## src/rtl/lc3_pkg.sv

```systemverilog
`default_nettype none
// ============================================================================
// Module      : lc3_pkg
// Description : Shared LC3 types and constants for the fetch stage.
// Revision    : 1.0 - initial release
// ============================================================================
package lc3_pkg;

    typedef logic [15:0] lc3_word_t;

    typedef enum logic [1:0] {
        IDLE  = 2'd0,
        RUN   = 2'd1,
        FLUSH = 2'd2
    } fetch_state_t;

    localparam lc3_word_t LC3_DEFAULT_RESET_PC = 16'h3000;

endpackage : lc3_pkg
`default_nettype wire

```

## src/rtl/lc3_pc_reg.sv

```systemverilog
`default_nettype none
// ============================================================================
// Module      : lc3_pc_reg
// Description : LC3 program counter with async reset, branch load and
//               increment; also presents pc+1 (modulo 2^16).
// Revision    : 1.0 - initial release
// ============================================================================
module lc3_pc_reg
    import lc3_pkg::*;
#(
    parameter lc3_word_t RESET_PC = LC3_DEFAULT_RESET_PC
) (
    input  logic      clk,
    input  logic      rst,
    input  logic      i_update,
    input  logic      i_load,
    input  lc3_word_t i_taddr,
    output lc3_word_t o_pc,
    output lc3_word_t o_npc
);

    lc3_word_t r_pc;
    lc3_word_t w_npc;

    // 16-bit add wraps naturally, so FFFF+1 yields 0000
    assign w_npc = r_pc + 16'd1;

    always_ff @(posedge clk or posedge rst) begin
        if (rst) begin
            r_pc <= RESET_PC;
        end else if (i_update) begin
            r_pc <= i_load ? i_taddr : w_npc;
        end
    end

    assign o_pc  = r_pc;
    assign o_npc = w_npc;

endmodule : lc3_pc_reg
`default_nettype wire

```

## src/rtl/lc3_fetch.sv

```systemverilog
`default_nettype none
// ============================================================================
// Module      : lc3_fetch
// Description : LC3 fetch stage: PC ownership, instruction-memory read strobe
//               and decode qualification with branch bubble insertion.
//               Optional macro LC3_FETCH_COUNT_EN adds a 32-bit fetch_count.
// Revision    : 1.0 - initial release
// ============================================================================
module lc3_fetch
    import lc3_pkg::*;
#(
    parameter lc3_word_t   RESET_PC     = LC3_DEFAULT_RESET_PC,
    parameter int unsigned FLUSH_CYCLES = 1
) (
    input  logic        clk,
    input  logic        rst,
    input  logic        enable_updatePC,
    input  logic        enable_fetch,
    input  logic        br_taken,
    input  logic [15:0] taddr,
    output logic [15:0] pc,
    output logic [15:0] npc_out,
    output logic        instrmem_rd,
    output logic        enable_decode
`ifdef LC3_FETCH_COUNT_EN
    ,
    output logic [31:0] fetch_count
`endif
);

    localparam logic [2:0] c_FLUSH_LOAD = 3'(FLUSH_CYCLES - 1);

    fetch_state_t r_state;
    fetch_state_t w_state_nxt;
    logic [2:0]   r_cnt;
    logic [2:0]   w_cnt_nxt;
    logic         r_enable_decode;
    logic         w_enable_decode_nxt;
    logic         w_active;
    logic         w_taken;
    logic         w_update;
    logic         w_load;

    assign w_active = (r_state != IDLE);
    assign w_taken  = br_taken & enable_updatePC;
    assign w_update = w_active & enable_updatePC;
    assign w_load   = w_update & br_taken;

    lc3_pc_reg #(
        .RESET_PC (RESET_PC)
    ) u_pc_reg (
        .clk      (clk),
        .rst      (rst),
        .i_update (w_update),
        .i_load   (w_load),
        .i_taddr  (taddr),
        .o_pc     (pc),
        .o_npc    (npc_out)
    );

    always_ff @(posedge clk or posedge rst) begin
        if (rst) begin
            r_state         <= IDLE;
            r_cnt           <= 3'd0;
            r_enable_decode <= 1'b0;
        end else begin
            r_state         <= w_state_nxt;
            r_cnt           <= w_cnt_nxt;
            r_enable_decode <= w_enable_decode_nxt;
        end
    end

    always_comb begin
        w_state_nxt         = r_state;
        w_cnt_nxt           = r_cnt;
        w_enable_decode_nxt = 1'b0;
        case (r_state)
            IDLE: begin
                w_state_nxt = RUN;
            end
            RUN: begin
                // the word arriving after a redirect is wrong-path, never decoded
                w_enable_decode_nxt = enable_fetch & ~w_taken;
                if (w_taken) begin
                    w_state_nxt = FLUSH;
                    w_cnt_nxt   = c_FLUSH_LOAD;
                end
            end
            FLUSH: begin
                if (w_taken) begin
                    w_cnt_nxt = c_FLUSH_LOAD;
                end else if (r_cnt == 3'd0) begin
                    w_state_nxt = RUN;
                end else begin
                    w_cnt_nxt = r_cnt - 3'd1;
                end
            end
            default: begin
                w_state_nxt = IDLE;
                w_cnt_nxt   = 3'd0;
            end
        endcase
    end

    assign instrmem_rd   = w_active & enable_fetch;
    assign enable_decode = r_enable_decode;

`ifdef LC3_FETCH_COUNT_EN
    logic [31:0] r_fetch_count;

    always_ff @(posedge clk or posedge rst) begin
        if (rst) begin
            r_fetch_count <= 32'd0;
        end else if (r_enable_decode) begin
            r_fetch_count <= r_fetch_count + 32'd1;
        end
    end

    assign fetch_count = r_fetch_count;
`endif

endmodule : lc3_fetch
`default_nettype wire
```

## config.mk

```make
export PLATFORM = sky130hd
export DESIGN_NAME = lc3_fetch
export DESIGN_NICKNAME = d
export VERILOG_FILES = /design/src/rtl/lc3_pkg.sv /design/src/rtl/lc3_pc_reg.sv /design/src/rtl/lc3_fetch.sv
export SDC_FILE = /design/constraint.sdc
export NUM_CORES = 1
export LEC_CHECK = 0
export ABC_CLOCK_PERIOD_IN_PS = 2250
export BUFFER_PORTS_ARGS = -buffer_cell sky130_fd_sc_hd__buf_2
export CAP_MARGIN = 20
export CORE_ASPECT_RATIO = 0.6
export CORE_UTILIZATION = 49
export CTS_BUF_LIST = sky130_fd_sc_hd__clkbuf_16
export DETAILED_ROUTE_END_ITERATION = 10
export PLACE_DENSITY = 0.91
export SLEW_MARGIN = 20
export SYNTH_ARGS = -nofsm -noshare
export SYNTH_HDL_FRONTEND = slang
export SYNTH_SLANG_ARGS = --single-unit
```

## constraint.sdc

```tcl
create_clock -name clk -period 2.25 [get_ports clk]
set_input_delay 0.3375 -clock clk [delete_from_list [all_inputs] [get_ports clk]]
set_output_delay 0.3375 -clock clk [all_outputs]
set_load 0.02 [all_outputs]
```

==> results of run 1 <==
-- stage by stage --
step           power (W)  std cells  utilization [%]
2_1_floorplan   0.001042        174                -
3_5_place_dp    0.001239        263            61.95
6_report        0.001646        270            66.02
3_3_place_gp    0.001222        263            61.95
5_1_grt         0.001736        270            66.02
4_1_cts         0.001615        267            64.72
-- registers in the layout, indices dropped and copies added (netlist names) --
signal	cells
u_pc_reg.o_pc	16
r_cnt	3
r_state	2
enable_decode	1
-- cell families after synthesis --
family	after synthesis
AND/OR/NAND/NOR	60
AO/OA/AOI/OAI	50
buffers and inverters	23
flip-flops	22
XOR/XNOR	14
adder cells (fa/ha/maj)	3
multiplexers	2
-- worst max-delay path, stage by stage, from the launching register on --
cell and delay (ps):
dfrtp_2 420, ha_1 190, nand3_2 120, nor4_1 480, xor2_1 190, buf_2 180
-- report_power, final --
part           switching [W]  total [W]  internal [W]
sequential          0.000132   0.000610      0.000478
combinational       0.000404   0.000659      0.000255
clock               0.000140   0.000377      0.000237
-- routing by layer --
metal,share of wire (%),up-vias
met2,44,65
met4,1.1,0
met5,0,-
met1,48,709
met3,7.4,8
li1,-,741
-- how the worst min path moves through the flow --
stage                                        end  slack (ps)  depth (start not counted)
floorplan                enable_decode$_DFF_PP0_         330                          1
global placement            r_cnt[2]$_DFFE_PP0P_         460                          1
detailed placement          r_cnt[2]$_DFFE_PP0P_         480                          1
CTS                         r_cnt[1]$_DFFE_PP0P_         290                          2
global route        u_pc_reg.o_pc[0]$_DFFE_PP0P_         320                          3
finish                      r_cnt[1]$_DFFE_PP0P_         250                          2
-- layout by cell type (no fill, tap or decap), types with 3 or more instances in the layout --
master and instances:
a2bb2oi_1 4, xnor2_1 6, nor4_1 3, a31oi_1 4, buf_2 53, o22a_1 3, ha_1 3, clkbuf_16 3
xor2_1 8, buf_4 9, dfrtp_2 7, nor2_1 10, o21ai_0 10, a21oi_1 9, o2bb2ai_1 3, o22ai_1 3
o21a_1 5, nand2_1 14, dfrtp_1 13, nand3_2 3, inv_1 12, nand3_1 5, nor3_1 12, nand4_1 3
-- timing repair --
action / 4_1_cts / 5_1_grt
resized for setup: 1 / 8
endpoints found under the setup margin: 3 / 7
pin swaps: 0 / 2
setup buffers: 0 / 3
-- area by class of cell --
class	instances	area, um2	area share, %
Sequential cell	22	561.8	29.44
Timing Repair Buffer	62	332.8	17.44
Tap cell	42	52.55	2.754
Multi-Input combinational cell	129	840.8	44.07
Inverter	11	41.29	2.164
Clock inverter	1	3.754	0.1967
Clock buffer	3	75.07	3.934
==> flow_summary.json, run 1 <==
{
  "status": "finished with violations",
  "violations": "design-rule violations",
  "grt_setup_unrepaired": "yes",
  "cts.clk_slew.worst_paths_ps": 60,
  "maxSlewHeadroom_pct": 42.80,
  "drive_above_1_share_pct": 36.40,
  "yosys-top-cells-area": "dfrtp_1 (33%), xor2_1 (4.6%), nor3_1 (4.0%)",
  "antenna_cells": 0,
  "synth_edf_count": 0,
  "drt-pass1-iter-count": 7,
  "synth_top_family_by_area": "compound AO/OA/AOI/OAI gates",
  "p_per_area_nw_per_um2": 862.6,
  "synth_xor_area_share_pct": 8.133,
  "grt_util_met1_pct": 36.12,
  "crit_path_max_fanout": 7,
  "area_delta_synth_final_pct": 26.56,
  "async_flop_share_pct": 100.0,
  "portBuffers": 54,
  "fin_crit_ps": 2180,
  "syn_nets": 198,
  "dieArea_um2": 3310,
  "synth_fa_ha_area_share_pct": 2.490,
  "fin_crit_sh_pct": 96.87,
  "max-cap-violations": 0,
  "critPathLaunchType": "flop",
  "grt-ovfl-total": 0,
  "dieWidth_um": 73.61,
  "post_drt_wl_per_cell_um": 14.37,
  "grt.busiest_layer": "met1",
  "fmax_ghz": 0.4588,
  "clk_latency_ps": 250,
  "required_ps": 1910,
  "grtUsageMet2_pct": 35.41,
  "yosys.area_share.simple_pct": 21.24,
  "worstSetupStartpoint": "u_pc_reg.o_pc[0]$_DFFE_PP0P_",
  "setup_viol": 0,
  "start_util_pct": 52.16,
  "htree_levels": 1,
  "critPathKind": "flop to primary output",
  "ir_drop_uv": 501.5,
  "gp_congestion": 0.7618,
  "final.setup.worst_slack_ps": 70.50,
  "coreArea_um2": 2890,
  "met3_usage_pct": 6.920,
  "cts_made_buffers": 3,
  "netlist_area_um2": 1508,
  "grt_max_degree": 29,
  "cts_tree": "yes",
  "syn_inst": 174,
  "globalRouteTotalUtil_pct": 24.73,
  "ant_nets": 0,
  "drv_slew": 0,
  "place_ws_ps": 243.1,
  "max_slew.worst_pin.slew_ps": 857.0,
  "avgViaCountPerCell": 5.641,
  "root_buffer": "clkbuf_16",
  "reg2regPathDepth": 6,
  "antenna_found_initial": 0,
  "nFillCells": 263,
  "netlist.area_leader.share_pct": 33.20,
  "synth.avg_cell_area_um2": 8.665,
  "synth_commonest_cells": "dfrtp_1 (20), nand2_1 (14), nor3_1 (12)",
  "hold_viol": 0,
  "yosysSeqAreaShare_pct": 36.68,
  "synth_top_cell_by_area": "dfrtp_1",
  "io_pins": 55,
  "postCtsHoldBufs": 0,
  "drtIter0Drc": 154,
  "vias": 1523,
  "totalWireLength_um": 3880,
  "clk_path_buf_depth": 2,
  "fin_worst_skew_ps": 3.461,
  "reg2reg_to": "r_cnt[0]$_DFFE_PP0P_",
  "min-delay-path-class": "input pin to async pin",
  "critPathCaptureType": "primary output",
  "holdWs_ps": 252.3,
  "cts_sinks": 22,
  "place_area_um2": 1790,
  "placementRows": 15,
  "grt_pass1_wl_um": 6058,
  "grt_pass1_vias": 1270,
  "regToRegStartpoint": "r_cnt[0]$_DFFE_PP0P_",
  "synth_compound_area_share_pct": 22.16,
  "fp.dieH_um": 44.97,
  "drc": 2,
  "synth_cell_types": 43,
  "fin_area_um2": 1908,
  "dp_hpwl_um": 2737,
  "nNetsFinal": 253,
  "ys_seq_elements": 22,
  "tns_ps": 0,
  "synth.most_common_cell": "dfrtp_1",
  "ys.flop_type": "dfrtp_1",
  "arrival_ps": 1840,
  "synthMuxAreaShare_pct": 1.411,
  "rrSetupSlack_ps": 500,
  "yosysWarningCount": 0,
  "crit_path_end": "npc_out[14]",
  "p_leak_nw": 0.8787
}
(Power assumes the default switching activity.)
==> run 2: changes to the inputs <==
--- a/config.mk
+++ b/config.mk
@@ -12,8 +12,9 @@
 export CORE_UTILIZATION = 49
 export CTS_BUF_LIST = sky130_fd_sc_hd__clkbuf_16
 export DETAILED_ROUTE_END_ITERATION = 10
-export PLACE_DENSITY = 0.91
+export PLACE_DENSITY = 0.92
 export SLEW_MARGIN = 20
 export SYNTH_ARGS = -nofsm -noshare
 export SYNTH_HDL_FRONTEND = slang
+export SYNTH_HIERARCHICAL = 1
 export SYNTH_SLANG_ARGS = --single-unit
==> flow_summary.json, run 2 <==
{
  "maxSlewHeadroom_pct": 58.05,
  "cts_sinks": 22,
  "totalWireLength_um": 4331,
  "portBuffers": 54,
  "wl_met3_um": 422,
  "netlist_area_um2": 1474,
  "layout_commonest_cell": "buf_2",
  "layout.cells.most_common_list": "buf_2 (54), dfrtp_1 (20), inv_1 (14)",
  "area_delta_synth_final_pct": 29.97,
  "io_pins": 55,
  "synth.avg_cell_area_um2": 8.933,
  "required_ps": 1910,
  "setup_viol": 0,
  "drc": 0,
  "synth_commonest_cells": "dfrtp_1 (20), inv_1 (14), nand2_1 (11), nor2_1 (11), nand3_1 (9)",
  "syn_nets": 189,
  "yosysWarningCount": 6,
  "drv_slew": 0,
  "htree_levels": 1,
  "globalRouteTotalUtil_pct": 26.75,
  "syn_inst": 165,
  "max-cap-violations": 0,
  "fp.dieH_um": 44.48,
  "holdWs_ps": 3.214,
  "ys.flop_type": "dfrtp_1",
  "synth_edf_count": 0,
  "ir_drop_uv": 583.6,
  "status": "complete, no violations",
  "fmax_ghz": 0.4473,
  "cts.clk_slew.worst_paths_ps": 60,
  "drive_above_1_share_pct": 34.09,
  "root_buffer": "clkbuf_16",
  "max_slew.worst_pin.slew_ps": 628.5,
  "drtIter0Drc": 180,
  "crit_family": "simple AND/OR/NAND/NOR gates",
  "yosys-top-cells-area": "dfrtp_1 (34%), xnor2_1 (4.8%), dfstp_2 (3.6%)",
  "slowest_stage": "dfrtp_1",
  "ant_nets": 0,
  "yosysSeqAreaShare_pct": 37.52,
  "slowest_delay_ps": 510,
  "topRoutingLayerUsed": "met4",
  "dieWidth_um": 72.81,
  "post_cts_buffers": 0,
  "cts_tree": "yes",
  "post_drt_wl_per_cell_um": 16.66,
  "synth_top_cell_by_area": "dfrtp_1",
  "gp_congestion": 0.8335,
  "grt_pass1_wl_um": 6396,
  "grt_pass1_vias": 1323,
  "crit_chain": "nand4_1 > nor3_1 > xnor2_1 > buf_2",
  "placementRows": 14,
  "dieArea_um2": 3238,
  "grt_setup_unrepaired": "yes",
  "fin_crit_sh_pct": 99.36,
  "critPathCaptureType": "primary output",
  "crit_path_max_fanout": 8,
  "fin_worst_skew_ps": 3.788,
  "grt-ovfl-total": 0,
  "fin_crit_ps": 2236,
  "start_util_pct": 55.00,
  "antenna_found_initial": 0,
  "ys_seq_elements": 22,
  "drt-pass1-iter-count": 5,
  "min-delay-path-class": "input pin to async pin",
  "critPathKind": "flop to primary output",
  "coreArea_um2": 2680,
  "arrival_ps": 1900,
  "dp_hpwl_um": 2908,
  "wl_met1_um": 1867,
  "async_flop_share_pct": 100.0,
  "clk_path_buf_depth": 2,
  "antenna_cells": 0,
  "largest_register_ffs": 16,
  "dr_wl_met2_um": 1957,
  "critPathLaunchType": "flop",
  "p_leak_nw": 0.8826,
  "final_util_pct": 71.48,
  "nNetsFinal": 245,
  "postCtsHoldBufs": 0,
  "netlist.area_leader.share_pct": 33.96,
  "cp_num_buf_inv": 1,
  "cts_made_buffers": 3,
  "synth_cell_types": 45,
  "vias": 1535,
  "tns_ps": 0,
  "synth.most_common_cell": "dfrtp_1",
  "clk_latency_ps": 250,
  "avgViaCountPerCell": 5.904,
  "hold_viol": 0,
  "p_per_area_nw_per_um2": 1221,
  "grt_max_degree": 23
}
-- run 2: changes by cell type after synthesis, moves of 4 or more --
cell	change
o21ai_0	-6
nand2b_1	+4
a22o_1	+5
nor2b_1	+7
nor3_1	-9
o21a_1	-5
-- run 2: stage by stage --
stage                     total power [W]  std cells  area, um2  setup slack (ps)
after floorplan                  0.001464        165       1474             95.64
after global placement           0.001807        256       1793             256.4
after detailed placement         0.001840        256       1793             133.1
after CTS                        0.002253        260       1893             1.579
after global routing             0.002457        260       1916            -71.99
final                            0.002339        260       1916             14.31
-- run 2: layer usage --
metal | global-route usage, % | vias to the layer above
met5 | 0 | -
met4 | 8.235 | 0
met3 | 9.112 | 12
met2 | 40.93 | 97
met1 | 36.15 | 724
li1 | - | 702
-- run 2: final cells by class --
type                       instances  area (um2)
multi-input combinational        123       888.4
fill                             207       764.5
sequential                        22       553.0
timing repair buffer              57       292.8
clock buffer                       3       75.07
inverter                          14       52.55
tap                               40       50.05
clock inverter                     1       3.754
-- run 2: where the power goes --
part | leakage [nW] | total [W] | internal [W] | switching [W]
Clock | 0.0385 | 0.000376 | 0.000237 | 0.000139
Sequential | 0.253 | 0.000725 | 0.000509 | 0.000216
Combinational | 0.591 | 0.00124 | 0.000462 | 0.000775
-- run 2: worst register-to-register path, stage by stage (launching register included) --
cell and delay [ps]:
dfrtp_1 460, nor2_1 120, nor2_1 320, nand2b_1 330
inv_1 200, a221o_1 350
-- run 2: cell families (layout without fill, tap and decap cells) --
logic type                 Yosys count  in the layout  share of synthesized area, %
buffers and inverters               20             75                         5.177
adders and majority gates            3              3                         2.547
DFF                                 22             22                         37.52
AOI/OAI and AO/OA                   41             41                         20.46
muxes                                3              3                         2.037
xor gates and xnor gates            14             14                         8.319
and+or+nand+nor                     62             62                         23.94
-- run 2: timing repair --
| action | in CTS | in global routing |
|---|---|---|
| setup endpoints to repair | 4 | 7 |
| cloned | 0 | 0 |
| pin swaps | 0 | 0 |
| resized for setup | 4 | 3 |
-- run 2: path summary, 6_finish.rpt --
path	start	endpoint	slack, ps	depth (start not counted)
max in group asynchronous	rst	u_pc_reg/o_pc[7]$_DFFE_PP0P_	1680	2
min in group clk	taddr[5]	u_pc_reg/o_pc[5]$_DFFE_PP0P_	320	2
worst min register to register	r_cnt[0]$_DFFE_PP0P_	r_cnt[0]$_DFFE_PP0P_	530	2
worst max-delay path	u_pc_reg/o_pc[8]$_DFFE_PP0P_	npc_out[11]	10	4
worst max register to register	r_state[1]$_DFFE_PP0P_	u_pc_reg/o_pc[5]$_DFFE_PP0P_	350	5
worst min-delay path	rst	enable_decode$_DFF_PP0_	3	2
